==> config.mk <==
export PLATFORM = sky130hd
export DESIGN_NAME = rep_sequencer
export DESIGN_NICKNAME = d
export VERILOG_FILES = /design/src/rtl/rep_seq_pkg.sv /design/src/rtl/rep_addr_step.sv /design/src/rtl/rep_sequencer.sv
export SDC_FILE = /design/constraint.sdc
export NUM_CORES = 1
export LEC_CHECK = 0
export ABC_CLOCK_PERIOD_IN_PS = 11300
export CORE_MARGIN = 3
export CORE_UTILIZATION = 45
export DETAILED_ROUTE_END_ITERATION = 12
export PLACE_DENSITY_LB_ADDON = 0.08
export SLEW_MARGIN = 20
export SYNTH_ARGS = -nofsm -noshare
export SYNTH_HDL_FRONTEND = slang
export SYNTH_HIERARCHICAL = 1
export SYNTH_SLANG_ARGS = --single-unit
==> constraint.sdc <==
create_clock -name clk -period 11.3 [get_ports clk]
set_input_delay 2.825 -clock clk [delete_from_list [all_inputs] [get_ports clk]]
set_output_delay 2.825 -clock clk [all_outputs]
set_load 0.1 [all_outputs]
==> src/rtl/rep_seq_pkg.sv <==
// Shared types and constants for the REP string-instruction sequencer.
// State encoding, operand-size codes and per-size address step.
package rep_seq_pkg;

  typedef enum logic {
    IDLE = 1'b0,
    RUN  = 1'b1
  } state_t;

  typedef enum logic [1:0] {
    OPS_B = 2'd0,
    OPS_W = 2'd1,
    OPS_D = 2'd2,
    OPS_Q = 2'd3
  } opsize_t;

  localparam logic [3:0] STEP_B = 4'd1;
  localparam logic [3:0] STEP_W = 4'd2;
  localparam logic [3:0] STEP_D = 4'd4;
  localparam logic [3:0] STEP_Q = 4'd8;

  function automatic logic [3:0] step_of(input logic [1:0] op);
    logic [3:0] s;
    s = STEP_B;
    unique case (opsize_t'(op))
      OPS_B: s = STEP_B;
      OPS_W: s = STEP_W;
      OPS_D: s = STEP_D;
      OPS_Q: s = STEP_Q;
    endcase
    return s;
  endfunction

endpackage

==> src/rtl/rep_addr_step.sv <==
// Advances one string address by the operand size, up or down under df.
// Kogge-Stone prefix adder; subtraction is add of ~step with carry-in 1.
module rep_addr_step
  import rep_seq_pkg::*;
#(
  parameter int AW = 32
) (
  input  logic [AW-1:0] addr,
  input  logic [1:0]    opsize,
  input  logic          df,
  output logic [AW-1:0] next
);

  logic [AW-1:0] step;
  logic [AW-1:0] b;
  logic [AW-1:0] p;
  logic [AW-1:0] g;
  logic [AW-1:0] pp;
  logic [AW-1:0] gn;
  logic [AW-1:0] pn;
  logic [AW-1:0] c;

  assign step = AW'(step_of(opsize));
  assign b    = df ? ~step : step;

  always_comb begin
    p    = addr ^ b;
    g    = addr & b;
    g[0] = g[0] | (p[0] & df);
    pp   = p;
    gn   = g;
    pn   = pp;
    for (int k = 1; k < AW; k = k * 2) begin
      gn = g;
      pn = pp;
      for (int i = k; i < AW; i++) begin
        gn[i] = g[i] | (pp[i] & g[i-k]);
        pn[i] = pp[i] & pp[i-k];
      end
      g  = gn;
      pp = pn;
    end
    c    = {g[AW-2:0], df};
    next = p ^ c;
  end

endmodule

==> src/rtl/rep_sequencer.sv <==
// Expands REP string instructions into one memory micro-op per iteration.
// Optional REPE/REPNE early exit under macro REP_SEQ_ZF_TERM_EN.
module rep_sequencer
  import rep_seq_pkg::*;
#(
  parameter int AW = 32,
  parameter int CW = 32
) (
  input  logic          clk,
  input  logic          clr,
  input  logic          valid_in,
  input  logic          rep_in,
  input  logic [CW-1:0] rep_num,
  input  logic [1:0]    opsize_in,
  input  logic          df_in,
  input  logic [AW-1:0] mem_addr1_in,
  input  logic [AW-1:0] mem_addr2_in,
  input  logic          ds_stall,
  input  logic          flush,
`ifdef REP_SEQ_ZF_TERM_EN
  input  logic          zf_term,
  input  logic          rep_mode,
`endif
  output logic          valid_out,
  output logic          stall_up,
  output logic [AW-1:0] addr1_out,
  output logic [AW-1:0] addr2_out,
  output logic [1:0]    opsize_out,
  output logic [CW-1:0] remaining,
  output logic          first_iter,
  output logic          last_iter,
  output logic          null_rep
);

  state_t        state, state_n;
  logic [CW-1:0] count, count_n;
  logic [AW-1:0] a1, a1_n;
  logic [AW-1:0] a2, a2_n;
  logic [1:0]    op, op_n;
  logic          df, df_n;

  logic          valid_n;
  logic [AW-1:0] addr1_n;
  logic [AW-1:0] addr2_n;
  logic [1:0]    opsize_n;
  logic [CW-1:0] rem_n;
  logic          first_n;
  logic          last_n;
  logic          null_n;

  logic          in_run;
  logic [AW-1:0] base1;
  logic [AW-1:0] base2;
  logic [1:0]    sop;
  logic          sdf;
  logic [AW-1:0] step1;
  logic [AW-1:0] step2;
  logic          kill;

  assign in_run   = (state == RUN);
  assign stall_up = in_run | ds_stall;

  // Steppers are shared: inputs on acceptance, latched values in RUN.
  assign base1 = in_run ? a1 : mem_addr1_in;
  assign base2 = in_run ? a2 : mem_addr2_in;
  assign sop   = in_run ? op : opsize_in;
  assign sdf   = in_run ? df : df_in;

  rep_addr_step #(.AW(AW)) u_step1 (
    .addr   (base1),
    .opsize (sop),
    .df     (sdf),
    .next   (step1)
  );

  rep_addr_step #(.AW(AW)) u_step2 (
    .addr   (base2),
    .opsize (sop),
    .df     (sdf),
    .next   (step2)
  );

`ifdef REP_SEQ_ZF_TERM_EN
  assign kill = (~rep_mode & ~zf_term) | (rep_mode & zf_term);
`else
  assign kill = 1'b0;
`endif

  always_comb begin
    state_n  = state;
    count_n  = count;
    a1_n     = a1;
    a2_n     = a2;
    op_n     = op;
    df_n     = df;
    valid_n  = valid_out;
    addr1_n  = addr1_out;
    addr2_n  = addr2_out;
    opsize_n = opsize_out;
    rem_n    = remaining;
    first_n  = first_iter;
    last_n   = last_iter;
    null_n   = null_rep;
    if (flush) begin
      state_n = IDLE;
      count_n = '0;
      valid_n = 1'b0;
    end else if (!ds_stall) begin
      unique case (state)
        IDLE: begin
          valid_n = valid_in;
          first_n = valid_in;
          last_n  = valid_in;
          null_n  = 1'b0;
          rem_n   = '0;
          if (valid_in) begin
            addr1_n  = mem_addr1_in;
            addr2_n  = mem_addr2_in;
            opsize_n = opsize_in;
            null_n   = rep_in && (rep_num == '0);
            if (rep_in && (rep_num > CW'(1))) begin
              last_n  = 1'b0;
              rem_n   = rep_num - CW'(1);
              count_n = rep_num - CW'(1);
              a1_n    = step1;
              a2_n    = step2;
              op_n    = opsize_in;
              df_n    = df_in;
              state_n = RUN;
            end
          end
        end
        RUN: begin
          if (kill) begin
            valid_n = 1'b0;
            first_n = 1'b0;
            last_n  = 1'b0;
            null_n  = 1'b0;
            rem_n   = '0;
            count_n = '0;
            state_n = IDLE;
          end else begin
            valid_n  = 1'b1;
            addr1_n  = a1;
            addr2_n  = a2;
            opsize_n = op;
            first_n  = 1'b0;
            null_n   = 1'b0;
            rem_n    = count - CW'(1);
            last_n   = (count == CW'(1));
            count_n  = count - CW'(1);
            a1_n     = step1;
            a2_n     = step2;
            if (count == CW'(1)) state_n = IDLE;
          end
        end
      endcase
    end
  end

  always_ff @(posedge clk or posedge clr) begin
    if (clr) begin
      state      <= IDLE;
      count      <= '0;
      a1         <= '0;
      a2         <= '0;
      op         <= '0;
      df         <= 1'b0;
      valid_out  <= 1'b0;
      addr1_out  <= '0;
      addr2_out  <= '0;
      opsize_out <= '0;
      remaining  <= '0;
      first_iter <= 1'b0;
      last_iter  <= 1'b0;
      null_rep   <= 1'b0;
    end else begin
      state      <= state_n;
      count      <= count_n;
      a1         <= a1_n;
      a2         <= a2_n;
      op         <= op_n;
      df         <= df_n;
      valid_out  <= valid_n;
      addr1_out  <= addr1_n;
      addr2_out  <= addr2_n;
      opsize_out <= opsize_n;
      remaining  <= rem_n;
      first_iter <= first_n;
      last_iter  <= last_n;
      null_rep   <= null_n;
    end
  end

endmodule

Word level (Yosys, flattened, before mapping)
Cells that the tools add are included.
- flip-flop bits (word level): 202
- word-level logic and storage cells: 775
- output and inout bits: 103
- bitwise operators: 699
- mux-type cells: 41
- equal/unequal tests: 9
- reduce and logical (&&, ||, !) cells: 9
- $lt $le $gt $ge: 1
- $add $sub $neg: 2
- operators by type and width (kind ; number):
    32-bit two-way mux ; 15
    1-bit bitwise AND ; 438
    32-bit case mux with 2 select lines ; 6
    1-bit bitwise OR ; 251
    32-bit XOR ; 4
    32-bit by 1-bit subtractor with 32-bit output, second input constant ; 2
    31-bit bitwise AND ; 2
    32-bit by 1-bit == test with 1-bit output, second input constant ; 1
    32-bit by 1-bit greater-than comparator with 1-bit output, second input constant ; 1
    32-bit logical NOT ; 1
    4-bit inverter with 32-bit output ; 1
    4-bit case mux with 4 select lines ; 1
    1-bit two-way mux ; 11
    1-bit case mux with 2 select lines ; 5
    3-bit inequality test, second input constant ; 2
    3-bit AND reduction ; 2
    5-bit AND reduction ; 1
    2-bit == test, second input constant ; 2
    2-bit two-way mux ; 2
    2-bit inequality test, second input constant ; 2
    2-bit case mux with 2 select lines ; 1
    4-bit AND reduction ; 1
    1-bit inverter ; 3
    2-bit by 1-bit == test with 1-bit output, second input constant ; 1
    4 further kinds ; 5

Depth between registers and ports, before layout
Gate-level depths: netlist of the first run.
- depth after elaboration: 20
- mapped depth: 17
- gate-level depth less buffers: 14

By module
Netlist of the first run, hierarchy kept.
- modules (own cells, without submodules) (module ; times used ; cells an instance ; seq. area each (um^2) ; area an instance (um^2)):
    rep_sequencer ; 1 ; 946 ; 5054.8 ; 9932.0
    rep_addr_step at u_step1 ; 1 ; 285 ; 0.0 ; 1933.1
    rep_addr_step at u_step2 ; 1 ; 249 ; 0.0 ; 1781.7

Worst setup path before layout of the first run
OpenSTA, ideal clock, no wires.
- path type: in2out
- from: in ds_stall
- to: out stall_up
- cell stages on the path: 2
- path slack: 4954 ps
- data required time: 8475 ps
- arrival time: 3521 ps
- buffers on the path: 0
- cells stage by stage: inv_1 -> nand2_1
- word-level cells in the longest chain between the ends: 1
- RTL lines (element ; line ; text):
    start: declaration ; rep_sequencer.sv:18 ; input logic ds_stall,
    1-bit bitwise OR ; rep_sequencer.sv:61 ; assign stall_up = in_run | ds_stall;
    end: declaration ; rep_sequencer.sv:25 ; output logic stall_up,
No other way between the ends.

Worst setup path in the final report of the first run
Same ends and word-level chain as after synthesis.

==> results of run 1 <==
## cell families after synthesis
logic type | Yosys count | share of synthesized area [%]
compound gates | 295 | 14.9
buf+inv | 94 | 3.13
flops | 202 | 37.0
simple gates | 555 | 18.9
xor+xnor | 116 | 7.44
mux | 151 | 12.3
fa+ha+maj | 67 | 6.25
## synthesized netlist by cell type, types with 3 or more instances
cell type,count
nor4_2,5
o22ai_1,4
a31oi_1,12
a211oi_2,3
or4_1,10
buf_6,8
and4_1,5
o21ai_1,9
a22o_1,17
a2111oi_0,3
buf_2,11
o211a_1,3
a21boi_0,5
nor3_1,34
and2_1,7
ha_1,65
a211oi_1,16
mux2i_1,13
a21oi_1,65
or3_1,14
o31ai_1,6
a41oi_1,3
nand3_1,21
nand4_1,21
a21o_1,41
nor2_1,66
nor4_1,20
nor2b_1,4
o21ai_0,47
xnor2_1,74
xor2_1,42
nand2_1,304
mux2_2,138
clkbuf_1,50
and3_1,8
nand2b_1,13
or2_2,11
o31a_1,5
o211ai_1,15
o21bai_1,8
dfrtp_1,202
inv_1,24
o21a_1,12
## report_power, final
| part | internal, µW | switching [µW] | total [µW] |
|---|---|---|---|
| sequential | 887 | 90.7 | 977 |
| clock | 475 | 304 | 779 |
| combinational | 474 | 1010 | 1480 |
| total | 1840 | 1400 | 3240 |
## worst paths after layout
check | from | slack [ns] | to | depth (start not counted)
min in group asynchronous | clr | 2.79 | remaining[28] | 2
worst min register to register | a1[14] | 0.46 | a1[14] | 2
worst max register to register | in_run | 6.42 | a2[26] | 15
worst max-delay path | ds_stall | 3.69 | stall_up | 4
max in group asynchronous | clr | 6.55 | a1[29] | 4
worst min-delay path | a1[14] | 0.46 | a1[14] | 2
## layout make-up
cell class	instances	share of cell area, %
multi-input cells	1184	48.9
inverters	24	0.582
clock buffers	36	4.21
well taps	390	2.91
flip-flops and latches	202	30.1
clock inverters	7	0.522
repair buffers	216	12.7
## tightest hold or removal path, cell delays in order (launching register included)
cell     delay [ns]
dfrtp_1        0.33
nand2_1        0.05
nand2_1        0.05
## sequential cells by signal, summed over array words and instances, names as in the netlist, 2 cells and up
name,cells
a1,32
a2,32
addr1_out,32
addr2_out,32
count,32
remaining,32
op,2
opsize_out,2
## per-stage QoR
stage	worst slack [ns]	utilization [%]	cell area, µm²
2_1_floorplan	2.96	-	13600
3_3_place_gp	3.70	53.7	16000
3_5_place_dp	3.69	53.7	16000
4_1_cts	3.69	56.3	16800
5_1_grt	3.64	56.3	16800
6_report	3.69	56.3	16800
## metal layers
layer	GRT usage (%)	share of wire [%]	vias up
met5	0	0.077	-
met4	5.31	2.1	4
met3	4.14	6.4	48
met2	35.7	44	337
met1	32.9	47	5506
li1	-	-	5636
==> flow_summary_export.csv, run 1 <==
group,metric,value,unit
flow_run,maxCapViolCount,0,
clock_network,clkSlewWorstSetupHoldPaths,0.06,ns
clock_network,cts_made_buffers,24,
logic_synthesis,synth_edf_count,0,
clock_network,root_buffer,"clkbuf_16",
place,dp.cells,2016,
floorplan,start_util,45.8,%
run_status,status,"complete, no violations",
global_routing,grt_pass1_wl,61900,µm
finish,antenna_cells,0,
timing,setup-violations-final,0,
logic_synthesis,yosysWarnings,6,
place,gp_congestion,0.905,
detailed_routing,first_pass_iters,5,
critical_path,crit_required,8.48,ns
global_routing,grt.total_usage,22.8,%
finish,fin_cells,2059,
timing,fin_crit_sh,67.4,%
critical_path,slowest_stage,"clkdlybuf4s50_1",
detailed_routing,ant_nets,0,
clock_network,cts_setup_buffers,0,
timing,whs,0.464,ns
detailed_routing,avgViaCountPerCell,5.60,
clock_network,cts_sinks,202,
finish,seqCellArea,0.00506,mm²
clock_network,clk_latency,0.52,ns
pwr,totalPowerFinal,3240,µW
finish,multiInputGateArea,0.00820,mm²
timing,tightest_slew,1.06,ns
detailed_routing,wire_per_inst,18.3,µm
detailed_routing,drt-initial-drc-count,773,
clock_network,postCtsHoldBufs,0,
floorplan,fp.dieW,180,µm
critical_path,crit_type,"in -> out",
critical_path,cpPeakStageDelay,1.15,ns
logic_synthesis,syn-cell-area,0.0136,mm²
floorplan,rows,63,
critical_path,arrival,4.79,ns
clock_network,tritoncts,"built",
finish,fillers,2685,
pwr,p_leak,0.00748,µW
finish,final_net_count,1824,
timing,hold_viol,0,
floorplan,io_pins,208,
clock_network,postCtsResizedCells,0,
finish,drive_gt1_share,13.3,%
timing,fmax,0.131,GHz
global_routing,antenna_found_initial,3,
critical_path,start_kind,"primary input",
detailed_routing,postRouteWirelength,37700,µm
finish,synthToLayoutAreaGrowth,23.0,%
floorplan,die-area,0.0325,mm²
logic_synthesis,synth_top_area_share,37.0,%
global_routing,grt_pass1_vias,11500,
pwr,p_per_area,193,mW/mm²
critical_path,path_cells,"clkdlybuf4s50_1 -> inv_1 -> nand2_1 -> clkdlybuf4s50_1",
place,hpwl,27100,µm
timing,rsz0062_at_grt,"false",
critical_path,crit_top_cell,"clkdlybuf4s50_1",
finish,final_common_cell,"nand2_1",
detailed_routing,drc,0,
clock_network,clk_path_buf_depth,3,
floorplan,core,0.0298,mm²
place,port_buffers,207,
pwr,vdd_drop_max,222,µV
global_routing,grt_overflow,0,
logic_synthesis,yosysSeqAreaShare,37.0,%
timing,slew_headroom,29.1,%
logic_synthesis,synth-seq-cells,202,
detailed_routing,dr_total_vias,11500,
logic_synthesis,synth_area_leader_cell,"dfrtp_1",
logic_synthesis,syn_avg_cell_area,9.22,µm²
floorplan,die_y,180,µm
critical_path,critPathTopFamily,"buffers and inverters",
clock_network,h-tree-depth,1,
logic_synthesis,synth.area.top_cells,"dfrtp_1 37%, mux2_2 11%, nand2_1 8.4%",
logic_synthesis,syn-num-nets,1652,
logic_synthesis,synth_cells,1480,
timing,fin_crit,7.61,ns
logic_synthesis,async_flop_share,100,%
timing,maxSlewViolCount,0,
critical_path,path_max_fanout,4,
logic_synthesis,ys_types,71,
timing,final.setup.tns,0,ns
min_path,hold_path.class,"reg -> reg",
finish,final_cell_mix,"304 x nand2_1, 207 x clkdlybuf4s50_1, 201 x dfrtp_1",
timing,skew,0.0106,ns
critical_path,worstSetupEndpointType,"primary output",
global_routing,grt_max_degree,81,
critical_path,critPathBufInv,3,
logic_synthesis,synth_flop_cell,"dfrtp_1",
Power figures use the tool's default switching activity.
==> run 2: changes to the inputs <==
ABC_CLOCK_PERIOD_IN_PS = 7770   (was 11300)
clock period = 7.77 ns   (was 11.3 ns; I/O delays follow)
==> flow_summary_export.csv, run 2 (synthesized netlist as in run 1, its figures left out) <==
group,metric,value,unit
global_routing,grt_overflow,0,
pwr,pwr-share-clk,24.6,%
pwr,totalPowerFinal,4740,µW
global_routing,antenna_found_initial,2,
timing,slew_headroom,26.6,%
run_status,status,"complete, no violations",
critical_path,worstSetupEndpointType,"primary output",
critical_path,slowest_stage,"clkdlybuf4s50_1",
floorplan,core,0.0298,mm²
clock_network,h-tree-depth,1,
critical_path,start_kind,"primary input",
critical_path,path_max_fanout,4,
detailed_routing,wire_per_inst,18.3,µm
global_routing,grt_max_degree,93,
clock_network,clkSlewWorstSetupHoldPaths,0.06,ns
global_routing,grt_pass1_vias,11500,
detailed_routing,avgViaCountPerCell,5.61,
timing,final.setup.tns,0,ns
detailed_routing,drc,0,
timing,setup-violations-final,0,
timing,fin_crit_sh,75.3,%
floorplan,die-area,0.0325,mm²
detailed_routing,ant_nets,0,
critical_path,crit_top_cell,"clkdlybuf4s50_1",
detailed_routing,drt-initial-drc-count,774,
finish,final_net_count,1824,
detailed_routing,postRouteWirelength,37700,µm
pwr,switching_share,43.3,%
pwr,seq_power_share,30.2,%
clock_network,root_buffer,"clkbuf_16",
timing,skew,0.00903,ns
pwr,p_leak,0.00750,µW
global_routing,grt.total_usage,22.8,%
detailed_routing,dr_total_vias,11600,
finish,final_area,0.0168,mm²
finish,final_common_cell,"nand2_1",
timing,fin_crit,5.85,ns
pwr,p_per_area,282,mW/mm²
pwr,p_int,2690,µW
clock_network,postCtsResizedCells,0,
pwr,pwr-share-comb,45.2,%
timing,rsz0062_at_grt,"false",
place,place_ws,1.74,ns
clock_network,cts_made_buffers,24,
floorplan,die_y,180,µm
critical_path,crit_required,5.83,ns
floorplan,rows,63,
critical_path,arrival,3.91,ns
finish,drive_gt1_share,13.4,%
flow_run,maxCapViolCount,0,
clock_network,cts_setup_buffers,0,
place,gp_congestion,0.923,
place,hpwl,26900,µm
finish,synthToLayoutAreaGrowth,23.2,%
pwr,power.switching,2060,µW
finish,final_cell_mix,"304 x nand2_1, 207 x clkdlybuf4s50_1, 201 x dfrtp_1",
clock_network,cts_sinks,202,
timing,layout_setup_ws,1.92,ns
pwr,vdd_drop_max,208,µV
place,port_buffers,207,
clock_network,clk_path_buf_depth,3,
clock_network,clk_latency,0.52,ns
critical_path,cpPeakStageDelay,1.16,ns
timing,hold_viol,0,
critical_path,path_cells,"clkdlybuf4s50_1 -> inv_1 -> nand2_1 -> clkdlybuf4s50_1",
timing,tightest_slew,1.10,ns
critical_path,crit_type,"in -> out",
global_routing,grt_pass1_wl,61900,µm
detailed_routing,first_pass_iters,6,
min_path,hold_path.class,"reg -> reg",
timing,fmax,0.171,GHz
floorplan,start_util,45.8,%
floorplan,fp.dieW,180,µm
floorplan,io_pins,208,
finish,antenna_cells,0,
clock_network,postCtsHoldBufs,0,
place,dpl_cell_area,0.0160,mm²
timing,maxSlewViolCount,0,
clock_network,tritoncts,"built",
==> run 2: cell count changes in the layout (fill, tap and decap cells not counted) <==
cell	before	now
buf_4	9	7
buf_6	0	1
buf_12	0	1
clkbuf_8	4	6
clkbuf_1	7	5
clkinvlp_4	1	0
clkinv_2	4	5
==> run 2: critical path, delay by kind of cell <==
kind,cells,cell delay [ns]
simple gates,1,0.15
buf+inv,3,1.81
==> run 2: final cells by class <==
cell class	instances	area, µm²
well taps	390	488
repair buffers	216	2160
clock buffers	36	727
multi-input cells	1184	8200
inverters	24	97.6
fillers	2750	13000
clock inverters	7	85.1
flip-flops and latches	202	5060
==> run 2: path summary, 6_finish.rpt <==
kind                       depth (start not counted)      from  slack [ns]   endpoint
max                                                4  ds_stall        1.92   stall_up
min                                                2     a2[4]        0.47      a2[4]
max reg2reg                                       13    in_run        3.04     a2[28]
min reg2reg                                        2     a2[4]        0.47      a2[4]
max in group asynchronous                          3       clr        4.67     in_run
min in group asynchronous                          2       clr        1.87  count[16]
==> run 2: stage by stage <==
step | util, % | hold WS, ns | instances
after CTS | 56.4 | 0.472 | 2058
after floorplan | - | 0.439 | 1480
after detailed placement | 53.6 | 0.456 | 2015
after global routing | 56.4 | 0.479 | 2059
final | 56.4 | 0.468 | 2059
after global placement | 53.6 | 0.453 | 2015
==> run 2: metal layers <==
layer	global-route usage, %	share of wire, %	vias to the layer above
met3	3.45	5.2	51
met2	36.2	44	307
met1	33.3	48	5560
met4	5.10	2.1	4
li1	-	-	5630
met5	0	0.053	-
==> run 2: power groups by stage <==
| stage | registers, µW | logic [µW] | clock network, µW |
|---|---|---|---|
| after global routing | 1460 | 2300 | 1240 |
| after floorplan | 2170 | 895 | 0 |
| final | 1430 | 2150 | 1170 |
| after global placement | 1440 | 2140 | 0 |
| after CTS | 1430 | 2150 | 1200 |
| after detailed placement | 1450 | 2140 | 0 |
==> run 3: changes to the inputs <==
ABC_CLOCK_PERIOD_IN_PS = 4900   (was 7770)
clock period = 4.9 ns   (was 7.77 ns; I/O delays follow)
==> flow_summary_export.csv, run 3 (synthesized netlist as in run 1, its figures left out) <==
group,metric,value,unit
run_status,status,"complete, no violations",
finish,antenna_cells,0,
floorplan,fp.dieW,180,µm
detailed_routing,postRouteWirelength,38300,µm
critical_path,crit_required,5.31,ns
clock_network,clk_latency,0.52,ns
finish,final_area,0.0169,mm²
floorplan,io_pins,208,
critical_path,crit_type,"in -> reg",
finish,final_common_cell,"nand2_1",
floorplan,core,0.0298,mm²
min_path,min_from,"a1[15]",
place,gp_congestion,0.912,
timing,fin_crit_sh,87.6,%
timing,maxSlewViolCount,0,
global_routing,antenna_found_initial,2,
critical_path,critPathTopFamily,"compound AO/OA/AOI/OAI gates",
timing,rsz0062_at_grt,"false",
critical_path,cpPeakStageDelay,0.62,ns
min_path,hold_path.class,"reg -> reg",
timing,fmax,0.233,GHz
place,hpwl,28100,µm
place,port_buffers,207,
timing,setup-violations-final,0,
critical_path,worstSetupEndpointType,"register",
pwr,totalPowerFinal,7500,µW
detailed_routing,first_pass_iters,5,
clock_network,postCtsResizedCells,0,
finish,final_cell_mix,"304 x nand2_1, 206 x clkdlybuf4s50_1, 201 x dfrtp_1",
place,place_ws,0.107,ns
finish,multiInputGateArea,0.00819,mm²
finish,final_net_count,1841,
critical_path,slowest_stage,"or4b_2",
global_routing,grt_overflow,0,
global_routing,grt_pass1_wl,62800,µm
finish,synthToLayoutAreaGrowth,24.2,%
floorplan,die_y,180,µm
clock_network,clk_path_buf_depth,3,
global_routing,grt_max_degree,61,
detailed_routing,drc,0,
timing,fin_crit,4.29,ns
pwr,p_per_area,443,mW/mm²
clock_network,root_buffer,"clkbuf_16",
finish,fillers,2732,
pwr,p_leak,0.00758,µW
detailed_routing,ant_nets,0,
flow_run,maxCapViolCount,0,
finish,seqCellArea,0.00506,mm²
timing,slew_headroom,28.1,%
clock_network,h-tree-depth,1,
clock_network,cts_sinks,202,
pwr,vdd_drop_max,333,µV
detailed_routing,drt-initial-drc-count,674,
clock_network,postCtsHoldBufs,0,
critical_path,cp-startpoint,"opsize_in[1]",
timing,final.setup.tns,0,ns
clock_network,tritoncts,"built",
timing,hold_viol,0,
global_routing,grt_pass1_vias,11700,
critical_path,start_kind,"primary input",
floorplan,die-area,0.0325,mm²
floorplan,rows,63,
finish,drive_gt1_share,14.3,%
timing,tightest_slew,1.08,ns
detailed_routing,dr_total_vias,11600,
detailed_routing,avgViaCountPerCell,5.59,
critical_path,r2r_start,"in_run",
critical_path,arrival,4.70,ns
critical_path,path_max_fanout,13,
floorplan,start_util,45.8,%
clock_network,clkSlewWorstSetupHoldPaths,0.06,ns
critical_path,path_cells,"clkdlybuf4s50_1 -> mux2_2 -> o21ai_0 -> and2_1 -> fa_1 -> nor2b_1 -> o2111ai_1 -> a21oi_1 -> o21ai_0 -> a21oi_1 -> or4b_2 -> and3_1 -> nand2_1 -> nand2_1",
detailed_routing,wire_per_inst,18.5,µm
timing,skew,0.0190,ns
clock_network,cts_setup_buffers,0,
global_routing,grt.total_usage,23.1,%
critical_path,critPathBufInv,1,
timing,layout_setup_ws,0.610,ns
place,dpl_cell_area,0.0161,mm²
clock_network,cts_made_buffers,25,
run 3: final cells by class:
type | instances | share of cell area [%]
clock buffer | 39 | 4.42
multi-input combinational | 1184 | 48.4
tap | 390 | 2.88
sequential | 202 | 29.9
inverter | 24 | 0.554
timing repair buffer | 232 | 13.6
clock inverter | 6 | 0.325
run 3: path summary, 6_finish.rpt:
check | endpoint | slack [ns] | cells after the start
worst max register to register | a1[16] | 0.97 | 13
worst min register to register | a1[15] | 0.47 | 2
worst max-delay path | a2[28] | 0.61 | 14
min in group asynchronous | addr1_out[23] | 1.25 | 2
max in group asynchronous | remaining[27] | 2.71 | 3
worst min-delay path | a1[15] | 0.47 | 2
run 3: tightest hold or removal path: cells and delay by family, from the launching register on:
kind	cells	cell delay, ns
simple gates	2	0.10
flops	1	0.34
run 3: stage by stage:
step | utilization (%) | hold WS (ns) | instances
floorplan | - | 0.439 | 1480
finish | 56.9 | 0.468 | 2077
global placement | 54.2 | 0.452 | 2032
detailed placement | 54.2 | 0.457 | 2032
CTS | 56.9 | 0.471 | 2077
global route | 56.9 | 0.493 | 2077
run 3: metal layers:
metal / GRT usage [%] / wire length, µm / share of wire [%] / vias to the layer above
met2: 36.2 / 16900 / 44 / 298
li1: - / - / - / 5672
met3: 4.24 / 2220 / 5.8 / 41
met5: 0 / 22 / 0.057 / -
met4: 4.30 / 514 / 1.3 / 4
met1: 34.0 / 18700 / 49 / 5587
run 3: report_power, final:
group          internal (µW)  switching, µW  total, µW
clock network           1090            712       1800
registers               2050            221       2270
logic                   1110           2320       3430
